File: src/rtl/bmult_pkg.sv
// Shared widths, FSM state encoding and partial-product alignment for the
// limb-sequential 52x52 multiplier.
package bmult_pkg;

   localparam int LIMB_W = 26;
   localparam int PROD_W = 2 * LIMB_W;
   localparam int OPND_W = 2 * LIMB_W;
   localparam int RES_W  = 4 * LIMB_W;

   typedef enum logic [1:0] {
      ST_IDLE  = 2'd0,
      ST_ISSUE = 2'd1,
      ST_DRAIN = 2'd2,
      ST_DONE  = 2'd3
   } state_e;

   // Index 0 is a0*b0, 1 and 2 are the cross terms, 3 is a1*b1.
   function automatic logic [RES_W-1:0] place_partial(input logic [PROD_W-1:0] p,
                                                      input logic [1:0]        idx);
      logic [RES_W-1:0] ext;
      ext = RES_W'(p);
      case (idx)
         2'd0:    place_partial = ext;
         2'd3:    place_partial = ext << (2 * LIMB_W);
         default: place_partial = ext << LIMB_W;
      endcase
   endfunction

endpackage

File: src/rtl/Bmult26x26.sv
// Single-stage 26x26 unsigned multiplier; product registered once, no reset.
module Bmult26x26
   import bmult_pkg::*;
(
   input  logic              clk,
   input  logic [LIMB_W-1:0] a,
   input  logic [LIMB_W-1:0] b,
   output logic [PROD_W-1:0] p
);

   logic [PROD_W-1:0] p_d;
   logic [PROD_W-1:0] p_q;

   always_comb begin
      p_d = PROD_W'(a) * PROD_W'(b);
   end

   always_ff @(posedge clk) begin
      p_q <= p_d;
   end

   assign p = p_q;

endmodule

File: src/rtl/bmult_limb_seq.sv
// 52x52 unsigned multiplier built from four passes through one 26x26 unit,
// with valid/ready handshakes on both sides and a 6-cycle acceptance latency.
module bmult_limb_seq
   import bmult_pkg::state_e;
   import bmult_pkg::ST_IDLE;
   import bmult_pkg::ST_ISSUE;
   import bmult_pkg::ST_DRAIN;
   import bmult_pkg::ST_DONE;
   import bmult_pkg::PROD_W;
   import bmult_pkg::place_partial;
#(
   parameter int LIMB_W = 26
) (
   input  logic                  clk,
   input  logic                  rst_n,
   input  logic                  in_valid,
   output logic                  in_ready,
   input  logic [2*LIMB_W-1:0]   in_a,
   input  logic [2*LIMB_W-1:0]   in_b,
   output logic                  out_valid,
   input  logic                  out_ready,
   output logic [4*LIMB_W-1:0]   out_p,
   output logic                  busy
);

   localparam int OPND_W = 2 * LIMB_W;
   localparam int RES_W  = 4 * LIMB_W;

   state_e             state_q, state_d;
   logic [OPND_W-1:0]  a_q, a_d;
   logic [OPND_W-1:0]  b_q, b_d;
   logic [1:0]         idx_q, idx_d;
   logic               pend_vld_q, pend_vld_d;
   logic [1:0]         pend_idx_q, pend_idx_d;
   logic [RES_W-1:0]   acc_q, acc_d;
   logic               in_ready_q, in_ready_d;
   logic               out_valid_q, out_valid_d;
   logic               busy_q, busy_d;

   logic [LIMB_W-1:0]  mul_a;
   logic [LIMB_W-1:0]  mul_b;
   logic [PROD_W-1:0]  mul_p;

   Bmult26x26 u_mult (
      .clk (clk),
      .a   (mul_a),
      .b   (mul_b),
      .p   (mul_p)
   );

   // pend_* tags whatever the multiplier registered last cycle, so the
   // unreset product register never reaches the accumulator untagged.
   always_comb begin
      state_d     = state_q;
      a_d         = a_q;
      b_d         = b_q;
      idx_d       = idx_q;
      pend_vld_d  = 1'b0;
      pend_idx_d  = idx_q;
      acc_d       = acc_q;
      in_ready_d  = in_ready_q;
      out_valid_d = out_valid_q;
      busy_d      = busy_q;
      mul_a       = '0;
      mul_b       = '0;

      if (pend_vld_q) begin
         acc_d = acc_q + place_partial(mul_p, pend_idx_q);
      end

      case (state_q)
         ST_IDLE: begin
            if (in_valid && in_ready_q) begin
               a_d        = in_a;
               b_d        = in_b;
               acc_d      = '0;
               idx_d      = 2'd0;
               state_d    = ST_ISSUE;
               in_ready_d = 1'b0;
               busy_d     = 1'b1;
            end
         end
         ST_ISSUE: begin
            mul_a      = idx_q[1] ? a_q[OPND_W-1:LIMB_W] : a_q[LIMB_W-1:0];
            mul_b      = idx_q[0] ? b_q[OPND_W-1:LIMB_W] : b_q[LIMB_W-1:0];
            pend_vld_d = 1'b1;
            pend_idx_d = idx_q;
            idx_d      = 2'(idx_q + 2'd1);
            if (idx_q == 2'd3) begin
               state_d = ST_DRAIN;
            end
         end
         ST_DRAIN: begin
            state_d     = ST_DONE;
            out_valid_d = 1'b1;
         end
         ST_DONE: begin
            if (out_ready) begin
               state_d     = ST_IDLE;
               out_valid_d = 1'b0;
               busy_d      = 1'b0;
               in_ready_d  = 1'b1;
            end
         end
         default: begin
            state_d     = ST_IDLE;
            out_valid_d = 1'b0;
            busy_d      = 1'b0;
            in_ready_d  = 1'b1;
         end
      endcase
   end

   always_ff @(posedge clk or negedge rst_n) begin
      if (!rst_n) begin
         state_q     <= ST_IDLE;
         idx_q       <= 2'd0;
         pend_vld_q  <= 1'b0;
         pend_idx_q  <= 2'd0;
         acc_q       <= '0;
         in_ready_q  <= 1'b1;
         out_valid_q <= 1'b0;
         busy_q      <= 1'b0;
      end else begin
         state_q     <= state_d;
         idx_q       <= idx_d;
         pend_vld_q  <= pend_vld_d;
         pend_idx_q  <= pend_idx_d;
         acc_q       <= acc_d;
         in_ready_q  <= in_ready_d;
         out_valid_q <= out_valid_d;
         busy_q      <= busy_d;
      end
   end

   // Operand latches are only read in ISSUE, after a fresh load.
   always_ff @(posedge clk) begin
      a_q <= a_d;
      b_q <= b_d;
   end

   assign in_ready  = in_ready_q;
   assign out_valid = out_valid_q;
   assign busy      = busy_q;
   assign out_p     = acc_q;

endmodule

File: config.mk
export PLATFORM = sky130hd
export DESIGN_NAME = bmult_limb_seq
export DESIGN_NICKNAME = d
export VERILOG_FILES = /design/src/rtl/bmult_pkg.sv /design/src/rtl/Bmult26x26.sv /design/src/rtl/bmult_limb_seq.sv
export SDC_FILE = /design/constraint.sdc
export NUM_CORES = 2
export LEC_CHECK = 0
export CAP_MARGIN = 20
export CORE_ASPECT_RATIO = 0.5
export CORE_MARGIN = 8
export CORE_UTILIZATION = 59
export DETAILED_ROUTE_END_ITERATION = 10
export PLACE_DENSITY_LB_ADDON = 0.3
export SYNTH_ARGS = -nofsm -noshare
export SYNTH_HDL_FRONTEND = slang
export SYNTH_SLANG_ARGS = --single-unit
File: constraint.sdc
create_clock -name clk -period 9.6 [get_ports clk]
set_input_delay 0.96 -clock clk [delete_from_list [all_inputs] [get_ports clk]]
set_output_delay 0.96 -clock clk [all_outputs]
set_load 0.02 [all_outputs]
Yosys cells after proc, flatten, opt, wreduce, memory -nomap -nowiden
Cells that the tools add are included.
{"block": "classes", "reduce_logical": 11, "n_mul": 1, "muxes": 23, "n_eq_ne": 8, "addsub": 2}
{"op": "104-bit two-way mux", "n": 4}
{"op": "104-bit one-hot mux with 2 select lines", "n": 1}
{"op": "104-bit adder", "n": 1}
{"op": "26-bit two-way mux", "n": 4}
{"op": "26-bit by 26-bit multiplier with 52-bit output", "n": 1}
{"op": "2-bit == test (second input constant)", "n": 4}
{"op": "2-bit two-way mux", "n": 4}
{"op": "2-bit one-hot mux with 4 select lines", "n": 1}
{"op": "2-bit != test (second input constant)", "n": 3}
{"op": "1-bit one-hot mux with 2 select lines", "n": 3}
{"op": "2-bit AND reduction", "n": 3}
{"op": "3-bit AND reduction", "n": 2}
{"op": "2-bit nonzero test", "n": 3}
{"op": "1-bit two-way mux", "n": 5}
{"op": "2-bit logical NOT", "n": 2}
{"op": "2-bit one-hot mux with 2 select lines", "n": 1}
{"op": "2-bit by 1-bit adder with 2-bit output (second input constant)", "n": 1}
{"op": "2-bit by 1-bit == test with 1-bit output (second input constant)", "n": 1}
{"op": "1-bit logical AND", "n": 1}
{"block": "totals", "inputBits": 108, "output_inout_bits": 107, "wordCells": 56, "reg_bits": 270}

Longest topological paths before layout
{"block": "depth", "word_depth": 7, "mapped_depth": 35, "ltp_nobuf": 30}

Cells and area by module
From an unflattened synthesis, not the netlist that was laid out.
{"block": "unflattened", "cells_unflattened": 4474, "hier_area_um2": 40187.3}
{"module": "Bmult26x26", "area_per_inst_um2": 23282.3, "cells_per_inst": 2567, "seq_area_each_um2": 1041.0, "n_inst": 1}
{"module": "bmult_limb_seq", "area_per_inst_um2": 16905.0, "cells_per_inst": 1907, "seq_area_each_um2": 5977.0, "n_inst": 1}

Worst setup path before layout
OpenSTA, ideal clock, no wires.
{"block": "synth_path", "kind": "reg-to-reg", "startpoint": "register idx_q[0]", "endpoint": "register u_mult.p_q[48], in the netlist u_mult.p[48]", "n_path_buf": 3, "path_stages_with_launch": 30, "setup_slack_ns": 1.446, "t_arrival_ns": 8.082, "synth_period_minus_slack_ns": 8.154, "path_cell_list": "dfrtp_1 clkbuf_1 clkbuf_1 mux2_2 nand2_1 clkbuf_1 nor2_1 fa_1 fa_1 inv_1 fa_1 inv_1 fa_1 inv_1 fa_1 inv_1 fa_1 fa_1 ha_1 and3_1 and3_1 and3_1 a311o_1 a31oi_1 o21a_1 o31ai_1 a211oi_1 o21ai_1 a211oi_1 xnor2_1"}
{"block": "synth_via", "elab_chain_cells": 3}
{"item": "start: declaration", "line": "bmult_limb_seq.sv:32", "source": "logic [1:0] idx_q, idx_d;"}
{"item": "start signal: assignment", "line": "bmult_limb_seq.sv:126", "source": "idx_q <= idx_d;"}
{"item": "26-bit two-way mux", "line": "bmult_limb_seq.sv:85", "source": "mul_b = idx_q[0] ? b_q[OPND_W-1:LIMB_W] : b_q[LIMB_W-1:0];"}
{"item": "26-bit two-way mux", "line": "bmult_limb_seq.sv:71", "source": "case (state_q)"}
{"item": "26-bit by 26-bit multiplier with 52-bit output", "line": "Bmult26x26.sv:15", "source": "p_d = PROD_W'(a) * PROD_W'(b);"}
{"item": "net u_mult.p_d[48]", "line": "Bmult26x26.sv:11", "source": "logic [PROD_W-1:0] p_d;"}
{"item": "end signal: assignment", "line": "Bmult26x26.sv:19", "source": "p_q <= p_d;"}
{"item": "end: declaration", "line": "Bmult26x26.sv:12", "source": "logic [PROD_W-1:0] p_q;"}
The timed path passes the listed nets, and every way through them passes these cells.
A chain may end at the register's enable or synchronous reset.

Worst setup path in the final report
{"block": "layout_path", "startpoint": "register state_q[1]", "endpoint": "register u_mult.p_q[48], in the netlist u_mult.p[48]"}
{"block": "layout_via", "elab_chain_cells": 3}
{"item": "start: declaration", "line": "bmult_limb_seq.sv:29", "source": "state_e state_q, state_d;"}
{"item": "start signal: assignment", "line": "bmult_limb_seq.sv:125", "source": "state_q <= state_d;"}
{"item": "2-bit by 1-bit == test with 1-bit output *", "line": "bmult_limb_seq.sv:71"}
{"item": "26-bit two-way mux", "line": "bmult_limb_seq.sv:71"}
{"item": "26-bit by 26-bit multiplier with 52-bit output *", "line": "Bmult26x26.sv:15"}
{"item": "net u_mult.p_d[48]", "line": "Bmult26x26.sv:11"}
The timed path passes the listed nets; every way through them passes the cells marked *.

==> flow_summary_export.csv <==
group,metric,value,unit
timing,rsz0062_at_grt,"false",
final_layout,final_cell_mix,"inv_1 (645), fa_1 (575), nand2_1 (546)",
floorplanning,core-area,64660,µm²
timing,max_freq,112.9,MHz
floorplanning,die_w,376.6,µm
timing,period_share,92.25,%
placement,placed_area,41250,µm²
floorplanning,num_rows,66,
clock_tree,clock_latency,0.63,ns
final_layout,finalNonFillerCells,5308,
timing,final-setup-viol-count,0,
setup_path,start_kind,"register",
placement,gp_congestion,1.025,
setup_path,cp_max_fo,91,
power,p_switching,532.5,µW
clock_tree,cts_hold_buf,0,
yosys,synth_area,38360,µm²
final_layout,syn_to_final_growth,10.01,%
yosys,synth_area_per_cell,8.864,µm²
final_layout,final_area,42200,µm²
routing,drtAntennaViolNets,0,
global_routing,grt_pass1_wl,193.6,mm
clock_tree,cts_buffers,27,
final_layout,fillers,5414,
clock_tree,cts.sinks,270,
setup_path,required,10.14,ns
power,seq_power_share,49.8,%
timing,fin_skew,0.04154,ns
clock_tree,cts-htree-levels,1,
clock_tree,root_buffer,"clkbuf_16",
yosys,ys_seq_area_share,18.29,%
routing,vias,31660,
final_layout,final_common_cell,"inv_1",
routing,drtIter0Drc,3221,
power,comb_power_share,2.3,%
final_layout,seq_area,7022,µm²
timing,tns,0,ns
routing,route.detailed.drc,0,
timing,period_needed,8.856,ns
power,p_sw_share,22.19,%
routing,wl_per_cell,23.77,µm
yosys,syn-instance-count,4328,
status,status,"complete, no violations",
setup_path,cp.arrival,9.40,ns
yosys,synth_cell_types,88,
global_routing,grt_util_all_layers,33.93,%
setup_path,reg2reg_to,"u_mult.p[48]",
setup_path,ff2ff_setup_slack,0.74,ns
floorplanning,die_area,73930,µm²
final_layout,multi_input_area,28050,µm²
routing,firstDrtPassIters,6,
final_layout,fin_nets,5386,
clock_tree,cts_buffer_depth,3,
timing,finalHoldViolations,0,
global_routing,grt_pass1_vias,32310,
timing,worst_slew_pin_slew,1.087,ns
power,p_leak,0.01936,µW
power,cell_internal_pwr,1867,µW
floorplanning,start_util,59.33,%
routing,routed_via_density,5.964,
yosys,synth_edf_count,104,
setup_path,r2r_start,"state_q[1]",
power,clkPwrFrac,48.0,%
yosys,ys_dominant_reg_cell,"dfrtp_1",
power,p_per_area,56.87,nW/µm²
setup_path,endpoint_kind,"register",
clock_tree,post_cts_resized,0,
yosys,syn-num-nets,5313,
routing,drt_wl_total,126.2,mm
clock_tree,cts.clk_slew.worst_paths,0.07,ns
power,power.total,2400,µW
global_routing,antenna_found_initial,2,
placement,portBuffers,214,
power,ir_drop,0.0001358,V
yosys,async_flop_share,42.22,%
timing,relSlewSlack,27.32,%
worst_hold_path,hold_class,"primary input to async pin",
global_routing,grt_max_degree,92,
placement,dp_hpwl,104.5,mm
run,drv_cap,0,
setup_path,r2r_cells,27,
clock_tree,cts_setup_buffers,0,
yosys,synth-seq-cells,270,
floorplanning,die_h,196.3,µm
placement,dp.cells,5256,
global_routing,grt.overflow.total,0,
timing,maxSlewViolCount,0,
setup_path,crit_type,"register to register",
yosys,ys_warn_count,0,
final_layout,drive_gt1_share,4.591,%
clock_tree,cts_tree,"done",
floorplanning,ioPinCount,215,
-- sequential cells by signal, indices dropped and copies added, names as in the netlist --
register	count
in_ready	1
state_q	2
u_mult.p	52
busy	1
a_q	52
b_q	52
idx_q	2
out_p	104
out_valid	1
pend_vld_q	1
pend_idx_q	2
-- worst max-delay path, stage by stage (launching register included) --
cell and delay (ns):
dfrtp_1 0.41, inv_1 0.13, ha_2 0.44, buf_12 0.33
and2_1 0.72, nand2_1 0.20, fa_1 0.58, inv_1 0.05
fa_1 0.50, inv_1 0.06, fa_1 0.45, fa_1 0.54
inv_1 0.06, fa_1 0.57, fa_1 0.43, fa_1 0.44
ha_1 0.38, a21o_1 0.21, a21o_1 0.16, a21o_1 0.17
a311o_1 0.31, a31oi_1 0.25, o21a_1 0.18, o31ai_1 0.10
a211oi_1 0.36, o21ai_1 0.19, a211oi_1 0.30, xnor2_1 0.16
-- power groups by stage --
stage	Combinational, µW	Clock, µW	Sequential (µW)
floorplan	0.198	0	1220
CTS	55.2	1170	1190
detailed placement	55.2	0	1220
global route	58.8	1220	1190
finish	54.3	1150	1190
global placement	54.1	0	1220
-- per-layer routing --
layer | wire length [µm] | global-route usage, %
met1 | 51860 | 45.69
met4 | 5688 | 12.51
met5 | 0 | 0
met2 | 54490 | 52.11
met3 | 14140 | 10.06
-- cells in the mapped netlist, drive strengths merged (50+ instances only) --
master / number / area share [%]
inv: 645 / 6.3
fa: 575 / 30
nand2: 547 / 5.4
nor2: 511 / 5.0
ha: 302 / 9.8
clkbuf: 215 / 2.1
a21oi: 195 / 2.6
o21ai: 162 / 2.1
and2: 115 / 1.9
dfrtp: 113 / 7.4
edfxtp: 104 / 8.1
xnor2: 95 / 2.2
a21o: 91 / 1.8
mux2i: 78 / 2.0
dfxtp: 52 / 2.7
xor2: 50 / 1.1
-- worst max path at each step --
stage                     from            to  slack [ns]  depth (start not counted)
CTS                 state_q[1]  u_mult.p[48]        0.89                         27
detailed placement  state_q[1]  u_mult.p[48]        0.88                         27
floorplan             idx_q[0]  u_mult.p[48]        1.45                         29
finish              state_q[1]  u_mult.p[48]        0.74                         27
global route        state_q[1]  u_mult.p[48]        0.34                         28
global placement    state_q[1]  u_mult.p[49]        1.08                         29
-- final cells by class --
cell class | count | share of cell area [%]
Antenna cell | 2 | 0.01186
Timing Repair Buffer | 277 | 6.250
Inverter | 646 | 5.758
Clock buffer | 32 | 1.820
Clock inverter | 18 | 0.4240
Multi-Input combinational cell | 3179 | 66.48
Sequential cell | 270 | 16.64
Tap cell | 884 | 2.621
-- stage by stage --
step	utilization [%]	setup WS (ns)	hold WS, ns
after floorplan	-	1.446	0.3758
after global placement	63.79	1.080	0.4944
after detailed placement	63.79	0.8819	0.5060
after CTS	65.26	0.8909	0.4429
after global routing	65.26	0.3441	0.4801
final	65.27	0.7440	0.4251
-- logic make-up (layout without fill, tap and decap cells) --
| kind of cell | Yosys count | in the layout | share of synthesized area [%] |
|---|---|---|---|
| buffers and inverters | 879 | 973 | 8.630 |
| other | 0 | 2 | 0 |
| AOI/OAI and AO/OA | 651 | 651 | 10.94 |
| adders and majority gates | 877 | 877 | 39.86 |
| and+or+nand+nor | 1381 | 1381 | 15.55 |
| xor gates and xnor gates | 145 | 145 | 3.311 |
| muxes | 125 | 125 | 3.415 |
| DFF | 270 | 270 | 18.29 |
(Power assumes the default switching activity.)
